File: config.mk
export PLATFORM = sky130hd
export DESIGN_NAME = m_mem_arb_flat
export DESIGN_NICKNAME = d
export VERILOG_FILES = /design/src/rtl/m_mem_arb_if.sv /design/src/rtl/m_mem_arb.sv /design/src/flat_wrapper.sv
export SDC_FILE = /design/constraint.sdc
export NUM_CORES = 1
export LEC_CHECK = 0
export CAP_MARGIN = 20
export CORE_MARGIN = 4
export CORE_UTILIZATION = 47
export CTS_BUF_LIST = sky130_fd_sc_hd__clkbuf_2 sky130_fd_sc_hd__clkbuf_4 sky130_fd_sc_hd__clkbuf_8
export DETAILED_ROUTE_END_ITERATION = 6
export GPL_ROUTABILITY_DRIVEN = 0
export PLACE_DENSITY = 0.95
export SLEW_MARGIN = 20
export SYNTH_ARGS = -nofsm -noshare
export SYNTH_HDL_FRONTEND = slang
export SYNTH_SLANG_ARGS = --single-unit
export TNS_END_PERCENT = 30
File: constraint.sdc
create_clock -name w_clk -period 5 [get_ports w_clk]
set_clock_uncertainty 0.05 [all_clocks]
set_input_delay 1 -clock w_clk [delete_from_list [all_inputs] [get_ports w_clk]]
set_output_delay 1 -clock w_clk [all_outputs]
set_load 0.01 [all_outputs]
File: src/rtl/m_mem_arb_if.sv
// Bus bundle between the fetch port, the data port, the memory and the arbiter.
// The slave modport is the arbiter's view; master is the surrounding pipeline and memory.
interface m_mem_arb_if #(
  parameter int ADDR_W = 32,
  parameter int DATA_W = 32
);
  logic              w_i_req;
  logic [ADDR_W-1:0] w_i_addr;
  logic              w_i_gnt;
  logic              w_i_rvalid;
  logic [DATA_W-1:0] w_i_rdata;

  logic              w_d_req;
  logic              w_d_we;
  logic [ADDR_W-1:0] w_d_addr;
  logic [DATA_W-1:0] w_d_wdata;
  logic              w_d_gnt;
  logic              w_d_rvalid;
  logic [DATA_W-1:0] w_d_rdata;

  logic              w_m_req;
  logic              w_m_we;
  logic [ADDR_W-1:0] w_m_addr;
  logic [DATA_W-1:0] w_m_wdata;
  logic              w_m_ready;
  logic              w_m_rvalid;
  logic [DATA_W-1:0] w_m_rdata;

  logic              w_busy;
  logic              w_err;

  modport slave (
    input  w_i_req, w_i_addr,
    output w_i_gnt, w_i_rvalid, w_i_rdata,
    input  w_d_req, w_d_we, w_d_addr, w_d_wdata,
    output w_d_gnt, w_d_rvalid, w_d_rdata,
    output w_m_req, w_m_we, w_m_addr, w_m_wdata,
    input  w_m_ready, w_m_rvalid, w_m_rdata,
    output w_busy, w_err
  );

  modport master (
    output w_i_req, w_i_addr,
    input  w_i_gnt, w_i_rvalid, w_i_rdata,
    output w_d_req, w_d_we, w_d_addr, w_d_wdata,
    input  w_d_gnt, w_d_rvalid, w_d_rdata,
    input  w_m_req, w_m_we, w_m_addr, w_m_wdata,
    output w_m_ready, w_m_rvalid, w_m_rdata,
    input  w_busy, w_err
  );
endinterface

File: src/rtl/m_mem_arb.sv
// Single-port memory arbiter: fetch (I) and data (D) ports share one memory, one
// transaction in flight, D has priority with a streak limit that forces I through.
module m_mem_arb #(
  parameter int ADDR_W  = 32,
  parameter int DATA_W  = 32,
  parameter int DSTREAK = 4
) (
  input  logic          w_clk,
  input  logic          w_rst_n,
  m_mem_arb_if.slave    bus
);

  localparam int SW = $clog2(DSTREAK + 1);
  localparam logic [SW-1:0] STREAK_MAX = SW'(DSTREAK);

  typedef enum logic [1:0] {ST_IDLE, ST_ISSUE, ST_WAIT} state_e;
  typedef enum logic {OWN_I, OWN_D} owner_e;

  state_e            r_state;
  state_e            w_state_nxt;
  owner_e            r_owner;
  logic [SW-1:0]     r_streak;
  logic              r_m_we;
  logic [ADDR_W-1:0] r_m_addr;
  logic [DATA_W-1:0] r_m_wdata;
  logic              r_i_rvalid;
  logic              r_d_rvalid;
  logic [DATA_W-1:0] r_i_rdata;
  logic [DATA_W-1:0] r_d_rdata;
  logic              r_err;
  logic              w_i_gnt;
  logic              w_d_gnt;
  logic              w_resp;

  // Grants are qualified with w_rst_n so none leak out while reset holds IDLE.
  // NOTE: every always_comb output gets a default first, so no path infers a latch.
  always_comb begin
    w_i_gnt     = 1'b0;
    w_d_gnt     = 1'b0;
    w_state_nxt = r_state;
    case (r_state)
      ST_IDLE: begin
        if (w_rst_n) begin
          if (bus.w_d_req && !(bus.w_i_req && (r_streak == STREAK_MAX))) begin
            w_d_gnt = 1'b1;
          end else if (bus.w_i_req) begin
            w_i_gnt = 1'b1;
          end
        end
        if (w_i_gnt || w_d_gnt) begin
          w_state_nxt = ST_ISSUE;
        end
      end
      ST_ISSUE: begin
        if (bus.w_m_ready) begin
          w_state_nxt = ST_WAIT;
        end
      end
      ST_WAIT: begin
        if (bus.w_m_rvalid) begin
          w_state_nxt = ST_IDLE;
        end
      end
      default: w_state_nxt = ST_IDLE;
    endcase
  end

  assign w_resp = (r_state == ST_WAIT) && bus.w_m_rvalid;

  // NOTE: sequential state uses non-blocking assignments so every register samples pre-edge values.
  always_ff @(posedge w_clk or negedge w_rst_n) begin
    if (!w_rst_n) begin
      r_state <= ST_IDLE;
    end else begin
      r_state <= w_state_nxt;
    end
  end

  // Request registers are loaded only on a grant, so they hold through ISSUE.
  always_ff @(posedge w_clk or negedge w_rst_n) begin
    if (!w_rst_n) begin
      r_owner   <= OWN_I;
      r_m_we    <= 1'b0;
      r_m_addr  <= '0;
      r_m_wdata <= '0;
    end else if (w_d_gnt) begin
      r_owner   <= OWN_D;
      r_m_we    <= bus.w_d_we;
      r_m_addr  <= bus.w_d_addr;
      r_m_wdata <= bus.w_d_wdata;
    end else if (w_i_gnt) begin
      r_owner   <= OWN_I;
      r_m_we    <= 1'b0;
      r_m_addr  <= bus.w_i_addr;
      r_m_wdata <= '0;
    end
  end

  always_ff @(posedge w_clk or negedge w_rst_n) begin
    if (!w_rst_n) begin
      r_streak <= '0;
    end else if (w_d_gnt && bus.w_i_req) begin
      if (r_streak != STREAK_MAX) begin
        r_streak <= r_streak + SW'(1);
      end
    end else if (w_d_gnt || w_i_gnt) begin
      r_streak <= '0;
    end
  end

  always_ff @(posedge w_clk or negedge w_rst_n) begin
    if (!w_rst_n) begin
      r_i_rvalid <= 1'b0;
      r_d_rvalid <= 1'b0;
      r_i_rdata  <= '0;
      r_d_rdata  <= '0;
    end else begin
      r_i_rvalid <= w_resp && (r_owner == OWN_I);
      r_d_rvalid <= w_resp && (r_owner == OWN_D);
      if (w_resp && (r_owner == OWN_I)) begin
        r_i_rdata <= bus.w_m_rdata;
      end
      if (w_resp && (r_owner == OWN_D)) begin
        r_d_rdata <= bus.w_m_rdata;
      end
    end
  end

  // A response with no transaction waiting for it is a protocol fault; remember it.
  always_ff @(posedge w_clk or negedge w_rst_n) begin
    if (!w_rst_n) begin
      r_err <= 1'b0;
    end else if (bus.w_m_rvalid && (r_state != ST_WAIT)) begin
      r_err <= 1'b1;
    end
  end

  assign bus.w_i_gnt    = w_i_gnt;
  assign bus.w_d_gnt    = w_d_gnt;
  assign bus.w_i_rvalid = r_i_rvalid;
  assign bus.w_d_rvalid = r_d_rvalid;
  assign bus.w_i_rdata  = r_i_rdata;
  assign bus.w_d_rdata  = r_d_rdata;
  assign bus.w_m_req    = (r_state == ST_ISSUE);
  assign bus.w_m_we     = r_m_we;
  assign bus.w_m_addr   = r_m_addr;
  assign bus.w_m_wdata  = r_m_wdata;
  assign bus.w_busy     = (r_state != ST_IDLE);
  assign bus.w_err      = r_err;

endmodule

File: src/flat_wrapper.sv
// flat-port wrapper written by rule: the top's interface ports become plain ports
module m_mem_arb_flat 
#(
  parameter int ADDR_W  = 32,
  parameter int DATA_W  = 32,
  parameter int DSTREAK = 4
)
  (w_clk, w_rst_n, bus_w_i_req, bus_w_i_addr, bus_w_i_gnt, bus_w_i_rvalid, bus_w_i_rdata, bus_w_d_req, bus_w_d_we, bus_w_d_addr, bus_w_d_wdata, bus_w_d_gnt, bus_w_d_rvalid, bus_w_d_rdata, bus_w_m_req, bus_w_m_we, bus_w_m_addr, bus_w_m_wdata, bus_w_m_ready, bus_w_m_rvalid, bus_w_m_rdata, bus_w_busy, bus_w_err);
  m_mem_arb_if #(.ADDR_W(ADDR_W), .DATA_W(DATA_W)) bus_i ();
  input  logic w_clk;
  input  logic w_rst_n;
  input wire logic [$bits(bus_i.w_i_req)-1:0] bus_w_i_req;
  input wire logic [$bits(bus_i.w_i_addr)-1:0] bus_w_i_addr;
  output wire logic [$bits(bus_i.w_i_gnt)-1:0] bus_w_i_gnt;
  output wire logic [$bits(bus_i.w_i_rvalid)-1:0] bus_w_i_rvalid;
  output wire logic [$bits(bus_i.w_i_rdata)-1:0] bus_w_i_rdata;
  input wire logic [$bits(bus_i.w_d_req)-1:0] bus_w_d_req;
  input wire logic [$bits(bus_i.w_d_we)-1:0] bus_w_d_we;
  input wire logic [$bits(bus_i.w_d_addr)-1:0] bus_w_d_addr;
  input wire logic [$bits(bus_i.w_d_wdata)-1:0] bus_w_d_wdata;
  output wire logic [$bits(bus_i.w_d_gnt)-1:0] bus_w_d_gnt;
  output wire logic [$bits(bus_i.w_d_rvalid)-1:0] bus_w_d_rvalid;
  output wire logic [$bits(bus_i.w_d_rdata)-1:0] bus_w_d_rdata;
  output wire logic [$bits(bus_i.w_m_req)-1:0] bus_w_m_req;
  output wire logic [$bits(bus_i.w_m_we)-1:0] bus_w_m_we;
  output wire logic [$bits(bus_i.w_m_addr)-1:0] bus_w_m_addr;
  output wire logic [$bits(bus_i.w_m_wdata)-1:0] bus_w_m_wdata;
  input wire logic [$bits(bus_i.w_m_ready)-1:0] bus_w_m_ready;
  input wire logic [$bits(bus_i.w_m_rvalid)-1:0] bus_w_m_rvalid;
  input wire logic [$bits(bus_i.w_m_rdata)-1:0] bus_w_m_rdata;
  output wire logic [$bits(bus_i.w_busy)-1:0] bus_w_busy;
  output wire logic [$bits(bus_i.w_err)-1:0] bus_w_err;
  assign bus_i.w_i_req = bus_w_i_req;
  assign bus_i.w_i_addr = bus_w_i_addr;
  assign bus_w_i_gnt = bus_i.w_i_gnt;
  assign bus_w_i_rvalid = bus_i.w_i_rvalid;
  assign bus_w_i_rdata = bus_i.w_i_rdata;
  assign bus_i.w_d_req = bus_w_d_req;
  assign bus_i.w_d_we = bus_w_d_we;
  assign bus_i.w_d_addr = bus_w_d_addr;
  assign bus_i.w_d_wdata = bus_w_d_wdata;
  assign bus_w_d_gnt = bus_i.w_d_gnt;
  assign bus_w_d_rvalid = bus_i.w_d_rvalid;
  assign bus_w_d_rdata = bus_i.w_d_rdata;
  assign bus_w_m_req = bus_i.w_m_req;
  assign bus_w_m_we = bus_i.w_m_we;
  assign bus_w_m_addr = bus_i.w_m_addr;
  assign bus_w_m_wdata = bus_i.w_m_wdata;
  assign bus_i.w_m_ready = bus_w_m_ready;
  assign bus_i.w_m_rvalid = bus_w_m_rvalid;
  assign bus_i.w_m_rdata = bus_w_m_rdata;
  assign bus_w_busy = bus_i.w_busy;
  assign bus_w_err = bus_i.w_err;
  m_mem_arb #(.ADDR_W(ADDR_W), .DATA_W(DATA_W), .DSTREAK(DSTREAK)) u_core (.w_clk(w_clk), .w_rst_n(w_rst_n), .bus(bus_i));
endmodule
== Word-level counts from Yosys, hierarchy flattened ==
Index checks and enable logic that the tools add are counted.
Word-level totals
  output and inout bits: 136
  flip-flop bits (word level): 138
  word-level logic and storage cells: 61
Operators by class
  equal/unequal tests: 9
  muxes and demuxes: 23
  add/sub/neg operators: 1
  bitwise operators: 1
  reductions and logical operators: 16
Operator list (number)
  $mux 32: 4
  $mux 1: 12
  $mux 3: 3
  $logic_and 1x1->1: 7
  $mux 2: 3
  $ne 2x2->1 const B: 3
  $pmux 2 s3: 1
  $reduce_bool 2->1: 3
  $ne 2x1->1 const B: 2
  $add 3x1->3 const B: 1
  $eq 3x3->1 const B: 1
  $ne 3x3->1 const B: 1
  $reduce_and 3->1: 1
  $eq 2x1->1 const B: 1
  $eq 2x2->1 const B: 1
  $logic_not 2->1: 1
  $logic_or 1x1->1: 2
  $reduce_and 2->1: 1
  $logic_not 1->1: 1
  $not 1->1: 1

== Longest topological paths before layout ==
  depth after elaboration: 11
  gate-level depth with buffers: 7
  depth with buffers taken out: 5

== Worst setup path after synthesis ==
No wires, ideal clock.
  path kind: input port to output port
  from: in bus_w_d_req
  to: out bus_w_i_gnt
  data required time: 3.950 ns
  arrival: 1.701 ns
  slack: 2.249 ns
  buffers on the path: 2
  cell stages on the path: 4
  cell sequence: a21bo_2 -> buf_2 -> buf_2 -> and3_1
Between the ends
  word-level cells in the longest chain between the ends: 5
Ends and longest elaborated chain
  from (decl): line flat_wrapper.sv:17  | input wire logic [$bits(bus_i.w_d_req)-1:0] bus_w_d_req;
  $logic_and 1x1->1: line m_mem_arb.sv:44  | if (bus.w_d_req && !(bus.w_i_req && (r_streak == STREAK_MAX))) begin
  $mux 1: line m_mem_arb.sv:44
  $mux 1: line m_mem_arb.sv:43  | if (w_rst_n) begin
  $mux 1 (2 in a row): line m_mem_arb.sv:41  | case (r_state)
  to (decl): line flat_wrapper.sv:14  | output wire logic [$bits(bus_i.w_i_gnt)-1:0] bus_w_i_gnt;
Every way passes these cells. The select of a mux whose other input is x is not followed.

== Final worst setup path ==
  from: in bus_w_i_req
  to: out bus_w_d_gnt
Between the ends
  word-level cells in the longest chain between the ends: 7
Ends and longest elaborated chain
  from (decl): line flat_wrapper.sv:12  | input wire logic [$bits(bus_i.w_i_req)-1:0] bus_w_i_req;
  $logic_and 1x1->1: line m_mem_arb.sv:44
  $logic_not 1->1: line m_mem_arb.sv:44
  $logic_and 1x1->1: line m_mem_arb.sv:44
  $mux 1: line m_mem_arb.sv:44
  $mux 1: line m_mem_arb.sv:43
  $mux 1 (2 in a row): line m_mem_arb.sv:41
  to (decl): line flat_wrapper.sv:21  | output wire logic [$bits(bus_i.w_d_gnt)-1:0] bus_w_d_gnt;
Every way passes these cells. The select of a mux whose other input is x is not followed.

==> run summary <==
Post-place setup slack - 1.32 ns
Post-synth net total - 604
Static Leak - 3.88 nW
Starting DRC count in detailed routing - 303
Achievable clock frequency - 272 MHz
Vias in the first global route - 5246
Via count - 4870
Most common cell on crit path - clkdlybuf4s50_1
Per-cell routed wire length - 19.9 um
Port Buf Inserts - 270
Max Fanout on Critical Path - 9
Primary FF master, synth - dfrtp_1
Clock Tree Buf Depth - 2
Share of layout cells above drive strength 1 - 15.2%
Core box area - 0.0126 mm^2
Htree depth - 4
Count of cell types in the netlist - 31
Clock sinks - 138
Final Instance Area - 0.00918 mm^2
Setup CP Type - input pin to output port
Final min period - 3.68 ns
Hold crit path type - flop to flop
Post-synth EDFFs - 0
Via density - 5.35
Total DRC errors in the routed layout - 0
PnR worst setup slack - 1.32 ns
Full die area - 0.0147 mm^2
Die Width - 121 um
Synth Area per Inst - 12.9 um^2
Sequential share of power - 38.3%
CP arrival - 2.63 ns
First-pass GRT wire length - 27.7 mm
Antenna Cells - 0
1st-pass router iterations - 4
Clock buffer count from CTS - 17
Die height - 121 um
Root Buffer - clkbuf_8
Post-CTS sizing - 0
Slowest CP cell - clkdlybuf4s50_1
Slew @ Worst Pin - 0.825 ns
Tcrit/Tclk final - 73.6%
Placement Cell Area - 0.00881 mm^2
Combinational Power Share - 45.3%
Worst Setup Start Kind - input pin
Total GRT Usage - 24.4%
Crit path cell chain - clkdlybuf4s50_1 > nand3_1 > and3_1 > clkdlybuf4s50_1
Overall routed net length - 18.1 mm
Peak supply drop - 0.374 mV
Placed cells - 880
Hold buffer count at CTS - 0
Area growth, synth to finish - 52.7%
Starting density of the core - 47.8%
Overflow left after global routing - 0
Sequential area share after synthesis - 57.4%
Pint - 3.51 mW
Post-Syn Area - 0.00601 mm^2
CP top delay family - buffers and inverters
Post-Route Setup TNS - 0 ns
Most frequent cells in the layout - 268 x clkdlybuf4s50_1, 138 x dfrtp_1, 64 x mux2_2, 38 x inv_1, 33 x a22o_1
CTS tree - yes
Required @ worst endpoint - 3.95 ns
Clock transition at path regs - 0.08 ns
Std-Cell Rows - 41
Synth Register Bits - 138
Status - complete, no violations
Final nets - 864
Hpwl dp - 12.9 mm
Routed Antenna Nets - 0
PwrDens - 562 mW/mm^2
Switching share of power - 32.0%
Largest net degree at the start of global routing - 85
Slew Limit Fails - 0
Worst skew pair latency - 0.42 ns
RSZ-0062 raised after global routing - false
Critical path endpoint category - output port
Post-CTS Setup Inserts - 0
Synth warn - 0
Final setup violation count - 0
Crit path largest cell delay - 0.69 ns
Worst path bufs/invs - 2
Top Ports - 271
Max-slew headroom - 44.7%
Post-Synthesis Cells - 467
Clock Power Share - 16.4%
Ys async rst share - 100%
Hold Vio Cnt, Final - 0
Sw power - 1.65 mW
Commonest non-fill, non-tap cell in the layout - clkdlybuf4s50_1
Fin cells - 910
WHS - 0.428 ns
Max-cap violations - 0
Initial antenna violation count - 0
## kinds of logic (layout without fill, tap and decap cells)
group                    after synthesis  after routing  share of synthesized area, %
flip-flops                           138            138                          57.4
AND/OR/NAND/NOR                       46             46                          5.02
buffers and inverters                 77            348                          5.70
adder cells (fa/ha/maj)                2              2                         0.416
multiplexers                          64             64                          12.0
AO/OA/AOI/OAI                        140            140                          19.4
## state kept, by name, indices dropped and copies added (netlist names)
name and flops:
u_core.r_streak 3, u_core.r_state 2, u_core.r_owner 1, u_core.bus.w_i_rvalid 1, u_core.bus.w_err 1, u_core.bus.w_m_addr 32
u_core.bus.w_m_wdata 32, u_core.bus.w_m_we 1, u_core.bus.w_d_rvalid 1, u_core.bus.w_d_rdata 32, u_core.bus.w_i_rdata 32
## metal layers
metal  part of all wire, %  GRT usage [%]  wire (um)
met5                     0              0          0
met4                   3.3           11.0        592
met3                   6.4           6.53       1160
met2                    51           42.0       9180
met1                    40           28.4       7140
## cells in the mapped netlist, types with 2 or more instances
| master | instances | area share, % |
|---|---|---|
| buf_6 | 3 | 0.56 |
| o21ai_0 | 2 | 0.17 |
| a21boi_0 | 32 | 4.0 |
| buf_1 | 2 | 0.12 |
| nand2b_1 | 3 | 0.31 |
| a21o_1 | 2 | 0.25 |
| dfrtp_1 | 138 | 57 |
| buf_2 | 19 | 1.6 |
| o221ai_1 | 32 | 4.7 |
| a22o_1 | 33 | 4.8 |
| mux2_2 | 64 | 12 |
| o22a_1 | 32 | 4.7 |
| ha_1 | 2 | 0.42 |
| inv_1 | 38 | 2.4 |
| nor2b_1 | 32 | 3.3 |
| o22ai_1 | 2 | 0.21 |
| and3_1 | 2 | 0.21 |
| clkbuf_1 | 13 | 0.81 |
| buf_4 | 2 | 0.25 |
| nand2_1 | 3 | 0.19 |
## power groups by stage
stage | clock (mW) | combinational (mW) | sequential [mW]
global route | 0.918 | 2.48 | 2.04
CTS | 0.871 | 2.36 | 1.98
finish | 0.846 | 2.34 | 1.98
global placement | 0 | 2.28 | 1.96
floorplan | 0 | 0.717 | 2.18
detailed placement | 0 | 2.35 | 1.98
## worst paths after layout
check                      cells after the start  slack, ns                       end               from
max in group asynchronous                      3       3.04  u_core.bus.w_i_rdata[22]            w_rst_n
min reg2reg                                    1       0.43          u_core.bus.w_err   u_core.bus.w_err
max                                            4       1.32               bus_w_d_gnt        bus_w_i_req
min in group asynchronous                      2       0.68  u_core.bus.w_i_rdata[10]            w_rst_n
max reg2reg                                    4       2.70        u_core.r_streak[1]  u_core.r_state[0]
min                                            1       0.43          u_core.bus.w_err   u_core.bus.w_err
## metrics by stage
stage | total power, mW | util [%]
after floorplan | 2.89 | -
after global placement | 4.24 | 70.1
after detailed placement | 4.33 | 70.1
after CTS | 5.21 | 73.0
after global routing | 5.43 | 73.1
final | 5.16 | 73.1
## final cells by class
cell class                 count  area (um^2)
sequential                   138         3450
fill                         840         3390
timing repair buffer         280         2780
multi-input combinational    252         2220
clock buffer                  20          275
tap                          172          215
inverter                      38          143
clock inverter                10         95.1
Note: power is estimated with default switching activity, not from simulation.
